`config.mk`:
```
export PLATFORM = sky130hd
export DESIGN_NAME = ball_engine
export DESIGN_NICKNAME = d
export VERILOG_FILES = /design/src/rtl/ball_engine.sv
export SDC_FILE = /design/constraint.sdc
export NUM_CORES = 1
export LEC_CHECK = 0
export CELL_PAD_IN_SITES_DETAIL_PLACEMENT = 0
export CELL_PAD_IN_SITES_GLOBAL_PLACEMENT = 1
export CORE_MARGIN = 4
export CORE_UTILIZATION = 52
export DETAILED_ROUTE_END_ITERATION = 12
export DONT_BUFFER_PORTS = 1
export GPL_ROUTABILITY_DRIVEN = 1
export HOLD_SLACK_MARGIN = 0.12
export PLACE_DENSITY_LB_ADDON = 0.1
export SKIP_LAST_GASP = 1
export SLEW_MARGIN = 20
export SYNTH_ARGS = -nofsm -noshare
export SYNTH_HDL_FRONTEND = slang
export SYNTH_SLANG_ARGS = --single-unit
```
`constraint.sdc`:
```
create_clock -name clk -period 11.43 [get_ports clk]
set_input_delay 1.143 -clock clk [delete_from_list [all_inputs] [get_ports clk]]
set_output_delay 1.143 -clock clk [all_outputs]
set_load 0.03 [all_outputs]
```
`src/rtl/ball_engine.sv`:
```
// ball_engine: Pong ball motion, wall/paddle collision and scoring, advanced by a tick-divided step.
// Optional feature macro BALL_SPEEDUP_EN: each paddle hit trims one clk off the step period.

module ball_engine #(
  parameter int SCREEN_W    = 640,
  parameter int SCREEN_H    = 480,
  parameter int PADDLE_HALF = 32,
  parameter int PADDLE1_X   = 16,
  parameter int PADDLE2_X   = 624,
  parameter int SERVE_DELAY = 60
) (
  input  logic               clk,
  input  logic               reset,
  input  logic               game_on,
  input  logic signed [31:0] ticks_per_px,
  input  logic signed [31:0] paddle1_pos,
  input  logic signed [31:0] paddle2_pos,
  output logic signed [31:0] ball_x,
  output logic signed [31:0] ball_y,
  output logic               dir_x,
  output logic               dir_y,
  output logic               serving,
  output logic               score1_pulse,
  output logic               score2_pulse
);

  localparam logic [1:0] ST_SERVE  = 2'd0;
  localparam logic [1:0] ST_PLAY   = 2'd1;
  localparam logic [1:0] ST_SCORED = 2'd2;

  localparam logic signed [32:0] HALF_POS = 33'(PADDLE_HALF);
  localparam logic signed [32:0] HALF_NEG = -33'(PADDLE_HALF);

  // Difference is taken one bit wider so extreme paddle values cannot wrap into a false hit.
  function automatic logic in_reach(input logic signed [31:0] y, input logic signed [31:0] pad);
    logic signed [32:0] diff;
    diff = 33'(y) - 33'(pad);
    return (diff <= HALF_POS) && (diff >= HALF_NEG);
  endfunction

  logic [1:0]         state_r;
  logic signed [31:0] serve_cnt_r;
  logic [31:0]        tick_cnt_r;
  logic signed [31:0] base_thr_s;
  logic signed [31:0] thr_s;
  logic               step_s;
  logic signed [31:0] nx_x_s;
  logic signed [31:0] nx_y_s;
  logic               nx_dx_s;
  logic               nx_dy_s;
  logic               hit_s;
  logic               score1_s;
  logic               score2_s;

  // Programmed divider clamped to a minimum of one.
  always_comb begin
    if (ticks_per_px < 32'sd1) begin
      base_thr_s = 32'sd1;
    end else begin
      base_thr_s = ticks_per_px;
    end
  end

`ifdef BALL_SPEEDUP_EN
  logic [3:0]         hit_cnt_r;
  logic signed [31:0] fast_thr_s;

  // Each recorded hit removes one clk from the step period, never going below one.
  always_comb begin
    fast_thr_s = base_thr_s - $signed({28'd0, hit_cnt_r});
    if (fast_thr_s < 32'sd1) begin
      thr_s = 32'sd1;
    end else begin
      thr_s = fast_thr_s;
    end
  end

  // Saturating hit counter, cleared when the ball goes back to serve.
  always_ff @(posedge clk or negedge reset) begin
    if (!reset) begin
      hit_cnt_r <= 4'd0;
    end else if (step_s && (state_r == ST_PLAY)) begin
      if (hit_s && (hit_cnt_r != 4'hF)) begin
        hit_cnt_r <= hit_cnt_r + 4'd1;
      end
    end else if (step_s && (state_r != ST_SERVE)) begin
      hit_cnt_r <= 4'd0;
    end
  end
`else
  assign thr_s = base_thr_s;
`endif

  // A >= compare keeps the divider from running away if the threshold drops below the count.
  assign step_s = game_on && (tick_cnt_r >= $unsigned(thr_s));

  // Tick divider: counts while running, restarts on the step cycle, parks at zero when halted.
  always_ff @(posedge clk or negedge reset) begin
    if (!reset) begin
      tick_cnt_r <= 32'd0;
    end else if (!game_on || step_s) begin
      tick_cnt_r <= 32'd0;
    end else begin
      tick_cnt_r <= tick_cnt_r + 32'd1;
    end
  end

  // Next ball position and direction for one PLAY step; x and y are resolved independently.
  always_comb begin
    nx_y_s  = ball_y;
    nx_dy_s = dir_y;
    nx_x_s  = ball_x;
    nx_dx_s = dir_x;
    hit_s   = 1'b0;

    if (!dir_y) begin
      if (ball_y == 32'sd0) begin
        nx_dy_s = 1'b1;
        nx_y_s  = 32'sd1;
      end else begin
        nx_y_s = ball_y - 32'sd1;
      end
    end else begin
      if (ball_y == SCREEN_H) begin
        nx_dy_s = 1'b0;
        nx_y_s  = SCREEN_H - 1;
      end else begin
        nx_y_s = ball_y + 32'sd1;
      end
    end

    if (dir_x) begin
      if ((ball_x == PADDLE2_X) && in_reach(ball_y, paddle2_pos)) begin
        hit_s   = 1'b1;
        nx_dx_s = 1'b0;
        nx_x_s  = PADDLE2_X - 1;
      end else begin
        nx_x_s = ball_x + 32'sd1;
      end
    end else begin
      if ((ball_x == PADDLE1_X) && in_reach(ball_y, paddle1_pos)) begin
        hit_s   = 1'b1;
        nx_dx_s = 1'b1;
        nx_x_s  = PADDLE1_X + 1;
      end else begin
        nx_x_s = ball_x - 32'sd1;
      end
    end

    score1_s = dir_x && !hit_s && (nx_x_s == SCREEN_W - 1);
    score2_s = !dir_x && !hit_s && (nx_x_s == 32'sd0);
  end

  // Game state, ball registers and score pulses; everything advances only on a step.
  always_ff @(posedge clk or negedge reset) begin
    if (!reset) begin
      state_r      <= ST_SERVE;
      serve_cnt_r  <= SERVE_DELAY;
      ball_x       <= SCREEN_W / 2;
      ball_y       <= SCREEN_H / 2;
      dir_x        <= 1'b1;
      dir_y        <= 1'b1;
      serving      <= 1'b1;
      score1_pulse <= 1'b0;
      score2_pulse <= 1'b0;
    end else begin
      score1_pulse <= 1'b0;
      score2_pulse <= 1'b0;
      if (step_s) begin
        case (state_r)
          ST_SERVE: begin
            if (serve_cnt_r > 32'sd1) begin
              serve_cnt_r <= serve_cnt_r - 32'sd1;
            end else begin
              serve_cnt_r <= 32'sd0;
              state_r     <= ST_PLAY;
              serving     <= 1'b0;
            end
          end
          ST_PLAY: begin
            ball_x       <= nx_x_s;
            ball_y       <= nx_y_s;
            dir_x        <= nx_dx_s;
            dir_y        <= nx_dy_s;
            score1_pulse <= score1_s;
            score2_pulse <= score2_s;
            if (score1_s || score2_s) begin
              state_r <= ST_SCORED;
            end
          end
          // dir_x is left as is: the ball just left through the loser's side, so it serves toward them.
          ST_SCORED: begin
            state_r     <= ST_SERVE;
            serve_cnt_r <= SERVE_DELAY;
            ball_x      <= SCREEN_W / 2;
            ball_y      <= SCREEN_H / 2;
            dir_y       <= 1'b1;
            serving     <= 1'b1;
          end
          default: begin
            state_r <= ST_SCORED;
          end
        endcase
      end
    end
  end

endmodule

```
==> results.cfg <==
[outcome]
status = complete, no violations

[placement]
dp_hpwl_um = 39150
gp_congestion = 0.9464
post-place-cells = 2466
portBuffers = 0

[setup_path]
critPathMaxStageDelay_ns = 0.67
worst-path-buf-inv = 1
critical-path-top-delay-family = simple AND/OR/NAND/NOR gates
cp.required_ns = 11.71
crit_path_frequent_cell = a21o_1
crit_path_max_fanout = 77
cpMaxStageDelayCell = buf_4
path_class = input port to flip-flop
cp_cell_sequence = nor4_1 -> nand4_1 -> nor2_1 -> ha_1 -> nand2b_1 -> ha_1 -> a21o_1 -> a21o_1 -> a21o_1 -> a21o_1 -> a21o_1 -> a21o_1 -> a21o_1 -> or2_2 -> o31a_1 -> nand2_2 -> buf_4 -> nor2_1 -> and3_1 -> o21ai_0 -> o31ai_1
endpoint_kind = flip-flop
worstSetupStartpointType = input port
arrival_ns = 6.46

[floorplan]
dieArea_um2 = 33540
io-pin-count = 168
floorplan.initialDensity_pct = 53.25
rows = 63
dieHeight_um = 183.1
coreArea_um2 = 29950
die_w_um = 183.1

[grt]
grt_pass1_wl_um = 83590
track_usage_pct = 30.18
grt_pass1_vias = 15610
top_usage_layer = met2
use_met3_pct = 5.573
met2_usage_pct = 48.57
overflow = 0
antenna_found_initial = 2
grt_use_met1_pct = 42.12
grt_max_degree = 136

[layout]
final_layout_size_suffix_gt1_share_pct = 5.126
multi_input_area_um2 = 11640
register_area_um2 = 3395
nFillCells = 2938
syn2layout_area_growth_pct = 4.251
fin_cells = 2497
num-nets-final = 2302
antenna_cells = 0

[clock_tree]
ctsHoldBuffers = 0
cts_max_level = 4
post-cts-setup-buffer-count = 0
cts_resized = 0
insertion_delay_ns = 0.44
clockBufferDepth = 2
cts_tree = done
cts.sinks = 135
clkTransAtPathRegs_ns = 0.06
cts_root_buf = clkbuf_16
cts_made_buffers = 17

[detailed_routing]
drt-initial-drc-count = 1600
antenna_left = 0
drc = 0
via_per_inst = 6.719
vias = 16780
avgRoutedWirePerCell_um = 21.19
firstDrtPassIters = 7
routed_wl_um = 52910

[synthesis]
yosysTopAreaCellShare_pct = 19.14
yosysTopAreaCell = dfrtp_1
synth_nets = 2398
synth_cells = 2191
synthFlopType = dfrtp_1
synth_seq_cells = 135
synth-compound-area-share_pct = 25.20
synthAdderAreaFrac_pct = 8.472
seq_area_frac_synth_pct = 21.28
ys_top_cells_by_area = dfrtp_1, ha_1, nand2_1, nor2_1, o21ai_0
synth_top_family_by_area = simple AND/OR/NAND/NOR gates
synth_edf_count = 0
ys_types = 98
yosysWarnings = 0
synthSimpleGateAreaFrac_pct = 32.42
ys_async_sr_fraction_pct = 100.0
syn_avg_cell_area_um2 = 7.280
yosys.area_share.xor_xnor_pct = 6.095
synth.area.mux_share_pct = 0.7060
syn_area_um2 = 15950

[power_and_ir_drop]
finalPower_mw = 1.339
switchingPower_mw = 0.4266
combPwrFrac_pct = 19.1
clkPwrFrac_pct = 41.8
leakagePower_nw = 7.097
p_int_mw = 0.9123
ir_drop_uv = 98.01
p_seq_share_pct = 39.0
power.density_nw_per_um2 = 80.52
swShare_pct = 31.86

[timing]
grt_setup_unrepaired = false
max_freq_mhz = 161.8
final-setup-viol-count = 0
maxSlewHeadroom_pct = 32.09
drv_slew = 0
worstMarginPinSlew_ns = 1.016
finalSetupTns_ns = 0
skew_ns = 0.009246
finalCritPeriodShare_pct = 54.07
hold_viol_final = 0
min_period_ns = 6.180

[flow_run]
cap_violations = 0

[worst_hold_path]
min_path_type = input port to async pin
## path summary, 6_finish.rpt
kind	from	end	slack, ns	cells past startpoint
max	ticks_per_px[22]	ball_x[27]$_DFFE_PN0P_	5.25	21
min	reset	tick_cnt_r[25]$_DFF_PN0_	0.40	0
max reg2reg	ball_y[0]$_DFFE_PN0P_	state_r[1]$_DFFE_PN0P_	5.47	17
min reg2reg	serve_cnt_r[31]$_DFFE_PN0P_	serve_cnt_r[31]$_DFFE_PN0P_	0.49	2
min in group clk	serve_cnt_r[31]$_DFFE_PN0P_	serve_cnt_r[31]$_DFFE_PN0P_	0.49	2
max in group asynchronous	reset	dir_x$_DFFE_PN1P_	10.73	0
## area by class of cell
type,count,share of cell area [%]
clock buffer,19,2.664
inverter,101,2.280
clock inverter,12,0.8503
timing repair buffer,19,0.8578
tap,390,2.935
multi-input combinational,1821,70.00
sequential,135,20.41
## Yosys cell counts (48+ instances only)
cell type / n
clkbuf_1: 102
nor4_1: 50
xnor2_1: 58
xor2_1: 53
nor2_1: 203
inv_1: 100
nor3_1: 88
nand3_1: 87
nand2b_1: 48
dfrtp_1: 122
nand2_1: 214
nand4_1: 69
a21oi_1: 140
o21ai_0: 145
ha_1: 108
## power by group through the flow
stage	Clock [mW]	Combinational (mW)	Sequential (mW)
2_1_floorplan	0	0.201	0.517
3_3_place_gp	0	0.245	0.531
3_5_place_dp	0	0.249	0.530
4_1_cts	0.567	0.251	0.522
5_1_grt	0.582	0.283	0.525
6_report	0.560	0.256	0.523
## layer usage
metal,vias to the layer above,share of wire [%]
met5,-,0.025
met4,2,1.8
met1,8004,45
met2,705,46
met3,83,7.9
li1,7984,-
## sequential cells by signal, summed over array words and instances (netlist names)
signal,count
score1_pulse,1
serve_cnt_r,32
score2_pulse,1
dir_y,1
serving,1
ball_y,32
dir_x,1
ball_x,32
tick_cnt_r,32
state_r,2
## placed cells by master, fill, tap and decap left out, types with 48 or more instances in the layout
master      n
inv_1     100
ha_1      107
nand4_1    69
nand2b_1   48
nor3_1     87
nand3_1    87
a21oi_1   139
nor4_1     50
xor2_1     53
o21ai_0   145
dfrtp_1   122
nor2_1    203
nand2_1   213
xnor2_1    58
## stage by stage
step | cell area (um2) | utilization (%) | hold WS (ns) | setup slack, ns
finish | 16630 | 55.51 | 0.3996 | 5.250
global route | 16630 | 55.51 | 0.3829 | 4.939
CTS | 16630 | 55.51 | 0.3824 | 5.337
detailed placement | 16040 | 53.56 | 0.4818 | 4.894
global placement | 16040 | 53.56 | 0.4676 | 4.995
floorplan | 15950 | - | 0.4517 | 6.188
## cells by family after synthesis
group                    after synthesis
XOR/XNOR                             111
buffers and inverters                235
flip-flops                           135
adder cells (fa/ha/maj)              108
multiplexers                          11
AND/OR/NAND/NOR                      983
AO/OA/AOI/OAI                        608
Power figures use the tool's default switching activity.
